$ cat config.mk
export PLATFORM = sky130hd
export DESIGN_NAME = word_stacker
export DESIGN_NICKNAME = d
export VERILOG_FILES = /design/src/rtl/word_stacker_pkg.sv /design/src/rtl/word_stacker.sv
export SDC_FILE = /design/constraint.sdc
export NUM_CORES = 1
export LEC_CHECK = 0
export ABC_AREA = 1
export CAP_MARGIN = 20
export CORE_UTILIZATION = 54
export CTS_BUF_LIST = sky130_fd_sc_hd__clkbuf_4
export CTS_CLUSTER_SIZE = 30
export DETAILED_ROUTE_END_ITERATION = 12
export GPL_TIMING_DRIVEN = 0
export PLACE_DENSITY_LB_ADDON = 0.1
export SLEW_MARGIN = 20
export SYNTH_ARGS = -nofsm -noshare
export SYNTH_HDL_FRONTEND = slang
export SYNTH_SLANG_ARGS = --single-unit
$ cat constraint.sdc
create_clock -name clk_i -period 2.6 [get_ports clk_i]
set_input_delay 0.52 -clock clk_i [delete_from_list [all_inputs] [get_ports clk_i]]
set_output_delay 0.52 -clock clk_i [all_outputs]
set_load 0.005 [all_outputs]
$ cat src/rtl/word_stacker_pkg.sv
// Shared AES stream package.
// Provides the default word/block geometry used between the 32-bit streamer
// side and the 128-bit AES datapath, plus typedefs for both widths.
package word_stacker_pkg;

  localparam int WORD_W  = 32;
  localparam int N_WORDS = 4;
  localparam int BLOCK_W = WORD_W * N_WORDS;

  typedef logic [WORD_W-1:0]  word_t;
  typedef logic [BLOCK_W-1:0] block_t;

endpackage : word_stacker_pkg

$ cat src/rtl/word_stacker.sv
// word_stacker
// Packs N_WORDS consecutive accepted input words into one BLOCK_W output
// block. The first word of a block lands in the most significant lane.
// A one-block output register lets collection of the next block continue
// while the previous block waits for the consumer.
//
// Ports:
//   clk_i     clock, rising edge
//   rst_i     synchronous active-high reset
//   clr_i     synchronous soft clear (discards partial and pending blocks)
//   enable_i  global enable; when low all state holds and no transfer occurs
//   valid_i   input word valid
//   ready_o   input ready
//   word_i    input word
//   valid_o   output block valid
//   ready_i   downstream ready
//   word_o    output block (driven regardless of valid_o)
module word_stacker #(
  parameter int WORD_W  = word_stacker_pkg::WORD_W,
  parameter int N_WORDS = word_stacker_pkg::N_WORDS,
  parameter int BLOCK_W = WORD_W * N_WORDS
) (
  input  logic               clk_i,
  input  logic               rst_i,
  input  logic               clr_i,
  input  logic               enable_i,
  input  logic               valid_i,
  output logic               ready_o,
  input  logic [WORD_W-1:0]  word_i,
  output logic               valid_o,
  input  logic               ready_i,
  output logic [BLOCK_W-1:0] word_o
);

  import word_stacker_pkg::*;

  localparam int ACC_W  = WORD_W * (N_WORDS - 1);
  localparam int CNT_W  = $clog2(N_WORDS);
  localparam int LSB_W  = $clog2(ACC_W);
  localparam logic [CNT_W-1:0] LAST_IDX = CNT_W'(N_WORDS - 1);

  logic [CNT_W-1:0]   cnt_r;
  logic [ACC_W-1:0]   acc_r;
  logic [BLOCK_W-1:0] out_r;
  logic               out_vld_r;

  logic               full_s;
  logic               in_fire_s;
  logic               out_fire_s;
  logic               last_word_s;
  logic [LSB_W-1:0]   lane_lsb_s;

  // Handshake decode. ready_o depends only on registered state and enable_i,
  // so there is no combinational path from ready_i to ready_o.
  always_comb begin
    last_word_s = (cnt_r == LAST_IDX);
    full_s      = last_word_s & out_vld_r;
    ready_o     = enable_i & ~full_s;
    valid_o     = enable_i & out_vld_r;
    word_o      = out_r;
    in_fire_s   = enable_i & valid_i & ready_o;
    out_fire_s  = enable_i & valid_o & ready_i;
    // Lane k of the accumulator sits at [ACC_W-1-k*WORD_W -: WORD_W].
    // For the last index this value is meaningless; it is only used when
    // cnt_r is below the last index.
    lane_lsb_s  = LSB_W'(ACC_W - WORD_W * (int'(cnt_r) + 1));
  end

  // Counter, accumulator and output slot. Clear wins over an input word
  // presented in the same cycle; a completing word and a pop in the same
  // cycle keep the slot valid with the new block.
  always_ff @(posedge clk_i) begin
    if (rst_i || clr_i) begin
      cnt_r     <= '0;
      acc_r     <= '0;
      out_r     <= '0;
      out_vld_r <= 1'b0;
    end else if (enable_i) begin
      if (in_fire_s && last_word_s) begin
        out_r     <= {acc_r, word_i};
        out_vld_r <= 1'b1;
        cnt_r     <= '0;
      end else begin
        if (in_fire_s) begin
          acc_r[lane_lsb_s +: WORD_W] <= word_i;
          cnt_r                       <= cnt_r + CNT_W'(1);
        end
        if (out_fire_s) begin
          out_vld_r <= 1'b0;
        end
      end
    end
  end

endmodule : word_stacker
Word level (Yosys, flattened, before mapping):

Cells that the tools add are included.

* muxes and demuxes: 5
* shifts and indexed selects: 2
* reduce and logical (&&, ||, !) cells: 8
* bitwise operators: 9
* add/subtract/negate cells: 4
* eq/ne operators: 1

Operators by type and width (number)
* bitwise mux 96 bit: 1
* variable shift 32 x 9 -> 96 bit, first input constant: 1
* indexed part select 32 x 9 -> 96 bit: 1
* negation 7 -> 9 bit: 1
* AND 1 bit: 7
* subtractor 7 bit, first input constant: 1
* AND reduction 2 bit: 3
* adder 2 x 1 -> 2 bit, second input constant: 2
* two-way mux 2 bit: 2
* nonzero test 2 bit: 2
* AND reduction 3 bit: 1
* == test 2 bit, second input constant: 1
* two-way mux 1 bit: 2
* NOT 1 bit: 2
* logical AND 1 bit: 1
* logical OR 1 bit: 1

* word-level logic and storage cells: 33
* register bits: 227
* output and inout bits: 130
* input port bits: 38

Depth between registers and ports, before layout:

* word-level depth: 8
* depth in mapped cells: 12

Least setup slack after synthesis:

No wires, ideal clock.

* path kind: register -> register
* start point: reg cnt_r[0]
* end point: reg acc_r[84]
* cell stages (with the launch flop): 12
* data arrival time: 1.860 ns
* path buffers: 4
* clock period less this slack: 1.973 ns
* setup time: 0.113 ns
* path slack: 0.627 ns
* data required time: 2.487 ns
* path through: dfxtp_1 > buf_2 > inv_1 > clkbuf_1 > ha_1 > buf_2 > clkinv_1 > nor2_1 > buf_2 > nand2_1 > nand2_1 > nor2_1

* cells in the longest elaborated chain, start to end: 8

Ends and longest elaborated chain
* start: declaration: RTL line word_stacker.sv:42 `logic [CNT_W-1:0] cnt_r;`
* start signal: assignment: RTL line word_stacker.sv:86 `cnt_r <= cnt_r + CNT_W'(1);`
* branches (longest 8 deep; another with negation 7 -> 9 bit)
* end signal: indexed assignment: RTL line word_stacker.sv:85 `acc_r[lane_lsb_s +: WORD_W] <= word_i;`
* end: declaration: RTL line word_stacker.sv:43 `logic [ACC_W-1:0] acc_r;`

Parallel ways; which one is timed is not known.
A chain may end at the register's enable or synchronous reset.

Worst setup path in the final report:

* start point: reg cnt_r[1]
* end point: out ready_o

* cells in the longest elaborated chain, start to end: 4

Ends and longest elaborated chain
* == test 2 bit: RTL line word_stacker.sv:56 `last_word_s = (cnt_r == LAST_IDX);`
* AND 1 bit: RTL line word_stacker.sv:57 `full_s = last_word_s & out_vld_r;`
* NOT 1 bit: RTL line word_stacker.sv:58 `ready_o = enable_i & ~full_s;`
* AND 1 bit: RTL line word_stacker.sv:58
* end: declaration: RTL line word_stacker.sv:28 `output logic ready_o,`

Every way passes these cells.

==> results.json <==
{
  "grt_use_total_pct": 30.9,
  "vias": 8883,
  "setup_ws_ps": 98.3,
  "dpl.hpwl_microns": 20000,
  "status": "finished, final reports clean",
  "initial_core_util_pct": 55.2,
  "synthesis.nets": 1318,
  "cts.reportedPaths.clkPinSlew_ps": 70,
  "drtIter0Drc": 598,
  "post-place-ws_ps": -108,
  "r2r_start": "cnt_r[0]$_SDFFE_PP0P_",
  "hold_path_end": "word_o[86]$_SDFFE_PP0P_",
  "crit_buf_inv": 1,
  "min_path_type": "register to register",
  "ir_worst_vdd_mv": 0.407,
  "syn_inst": 1275,
  "power.leakage_uw": 0.00446,
  "core_sq_mm": 0.0165,
  "slew_headroom_pct": 57.0,
  "drtAntennaViolNets": 0,
  "worstSetupEndpointType": "output port",
  "worstSetupStartpointType": "register",
  "synth.yosys.warnings": 0,
  "hold_slack_ps": 440,
  "clk_path_buf_depth": 3,
  "rsz0062_at_grt": "false",
  "avgSynthCellArea_sq_um": 7.15,
  "ys_types": 20,
  "path_class": "register to output port",
  "ys_ff_latch": 227,
  "io_buffer_count": 167,
  "cts_setup_buffers": 0,
  "cts_tree": "done",
  "r2r_slack_ps": 180,
  "die_h_microns": 132,
  "nNetsFinal": 1543,
  "setup_viol": 0,
  "htree_levels": 2,
  "synthToLayoutAreaGrowth_pct": 28.4,
  "clock_sinks": 227,
  "worstPathCellList": "ha_1 -> a21boi_1 -> clkdlybuf4s50_1",
  "cpPeakStageDelay_ps": 510,
  "hp-start": "word_o[86]$_SDFFE_PP0P_",
  "grt_pass1_wl_microns": 42400,
  "io_pins": 168,
  "synth_area_sq_mm": 0.00912,
  "antenna_found_initial": 1,
  "gr-total-overflow": 0,
  "cts_made_buffers": 56,
  "die_area_sq_mm": 0.0174,
  "routed_wl_microns": 26800,
  "place.gp.congestion": 0.911,
  "drc": 0,
  "final_cells": 1755,
  "worstRegToRegCells": 10,
  "dieWidth_microns": 132,
  "hold_depth": 2,
  "clk_latency_ps": 690,
  "num_rows": 47,
  "fin_skew_ps": 33.9,
  "cp_max_fo": 5,
  "cts.hold.buffers_added": 0,
  "grt_max_degree": 14,
  "tns_ps": 0,
  "cp_slowest_cell": "clkdlybuf4s50_1",
  "max_freq_mhz": 400,
  "hold_viol": 0,
  "clockRootBuffer": "clkbuf_4",
  "finalCritPeriodShare_pct": 96.2,
  "first_global_vias": 8463,
  "placedCellCount": 1662,
  "worstMarginPinSlew_ps": 645,
  "power.density_mw_per_mm2": 571,
  "total_power_uw": 6680,
  "via_per_inst": 5.06,
  "drv_slew": 0,
  "routedWlPerCell_microns": 15.3,
  "fin_crit_ps": 2500,
  "critical_path_required_ps": 2080,
  "drt-pass1-iter-count": 7,
  "timing.rr.end": "acc_r[92]$_SDFFE_PP0P_",
  "arrival_ps": 1980,
  "cap_viol_max_count": 0,
  "layout-drive-gt1-share_pct": 9.32,
  "crit_family": "buffers and inverters",
  "ys_seq_area_share_pct": 49.8
}
-- flip-flops by register name, summed over array words and instances, names as in the netlist --
register / flops
word_o: 128
acc_r: 96
cnt_r: 2
out_vld_r: 1
-- worst min-delay path, cell delays in order (launching register included) --
cell and delay [ps]:
dfxtp_1 300, inv_1 40, a21oi_1 50
-- metal layers --
layer	part of all wire, %	GRT usage (%)	up-vias	routed length (microns)
li1	-	-	4443	-
met4	3.6	15.7	0	960
met1	44	40.1	4028	11700
met5	0	0	-	0
met3	7.7	6.57	66	2060
met2	45	48.7	346	12100
-- final cells by class --
class / count / area (sq um)
inverter: 137 / 514
tap: 220 / 275
buffer: 89 / 427
fill: 1442 / 4820
clock inverter: 15 / 60.1
sequential: 227 / 4540
antenna: 1 / 2.50
clock buffer: 77 / 578
multi-input combinational: 822 / 3640
timing repair buffer: 167 / 1670
-- report_power, final --
part           internal (uW)  switching (uW)  total (uW)
registers               3500            11.0        3510
logic                    145             290         435
clock network           1350            1380        2740
total                   5000            1690        6680
-- cell usage in the layout (no fill, tap or decap), types with 7 or more instances in the layout --
| cell | n |
|---|---|
| inv_1 | 134 |
| clkbuf_1 | 24 |
| dfxtp_1 | 227 |
| a21oi_1 | 131 |
| nand3_1 | 26 |
| clkinv_1 | 15 |
| nand2_1 | 230 |
| buf_2 | 52 |
| nor3_1 | 21 |
| o21bai_1 | 38 |
| nor2_1 | 269 |
| clkbuf_4 | 77 |
| buf_4 | 7 |
| clkdlybuf4s50_1 | 167 |
| o21ai_0 | 97 |
-- kinds of logic (layout without fill, tap and decap cells) --
group / after synthesis / count (layout) / share of synthesized area, %
buffers and inverters: 226 / 485 / 10.3
other: 0 / 1 / 0
AOI/OAI and AO/OA: 267 / 267 / 15.7
adders and majority gates: 5 / 5 / 0.686
and+or+nand+nor: 550 / 550 / 23.5
DFF: 227 / 227 / 49.8
-- synthesized netlist by cell type --
cell | n | area [sq um]
nand2_1 | 230 | 863
ha_1 | 5 | 62.6
clkinv_1 | 3 | 11.3
dfxtp_1 | 227 | 4540
nand2_2 | 1 | 6.26
nor3_1 | 21 | 105
a21oi_1 | 131 | 656
nand4_1 | 1 | 6.26
buf_2 | 52 | 260
buf_4 | 7 | 52.6
nand4_2 | 1 | 12.5
nand3_1 | 26 | 130
inv_1 | 134 | 503
buf_1 | 5 | 18.8
o21ai_0 | 97 | 485
nor2_1 | 269 | 1010
o21bai_1 | 38 | 285
clkbuf_1 | 25 | 93.8
nor2_2 | 1 | 6.26
a21boi_0 | 1 | 7.51
-- metrics by stage --
stage | instance area [sq um] | utilization [%]
detailed placement | 11100 | 67.0
global placement | 11100 | 67.0
floorplan | 9120 | -
CTS | 11700 | 70.8
global route | 11700 | 70.9
finish | 11700 | 70.9
-- worst max-delay path by stage --
stage | start | endpoint | slack, ps | depth (start not counted)
final | cnt_r[1]$_SDFFE_PP0P_ | ready_o | 100 | 3
after global routing | cnt_r[0]$_SDFFE_PP0P_ | acc_r[94]$_SDFFE_PP0P_ | 3 | 10
after CTS | cnt_r[1]$_SDFFE_PP0P_ | ready_o | 40 | 3
after detailed placement | clr_i | word_o[93]$_SDFFE_PP0P_ | -110 | 6
after global placement | clr_i | word_o[93]$_SDFFE_PP0P_ | -70 | 6
after floorplan | cnt_r[0]$_SDFFE_PP0P_ | acc_r[84]$_SDFFE_PP0P_ | 630 | 11
-- timing repair --
item	4_1_cts	5_1_grt
hold endpoints to repair	0	0
endpoints found under the setup margin	1	60
resized for setup	1	2
No activity file was read; power rests on OpenSTA's default activity.
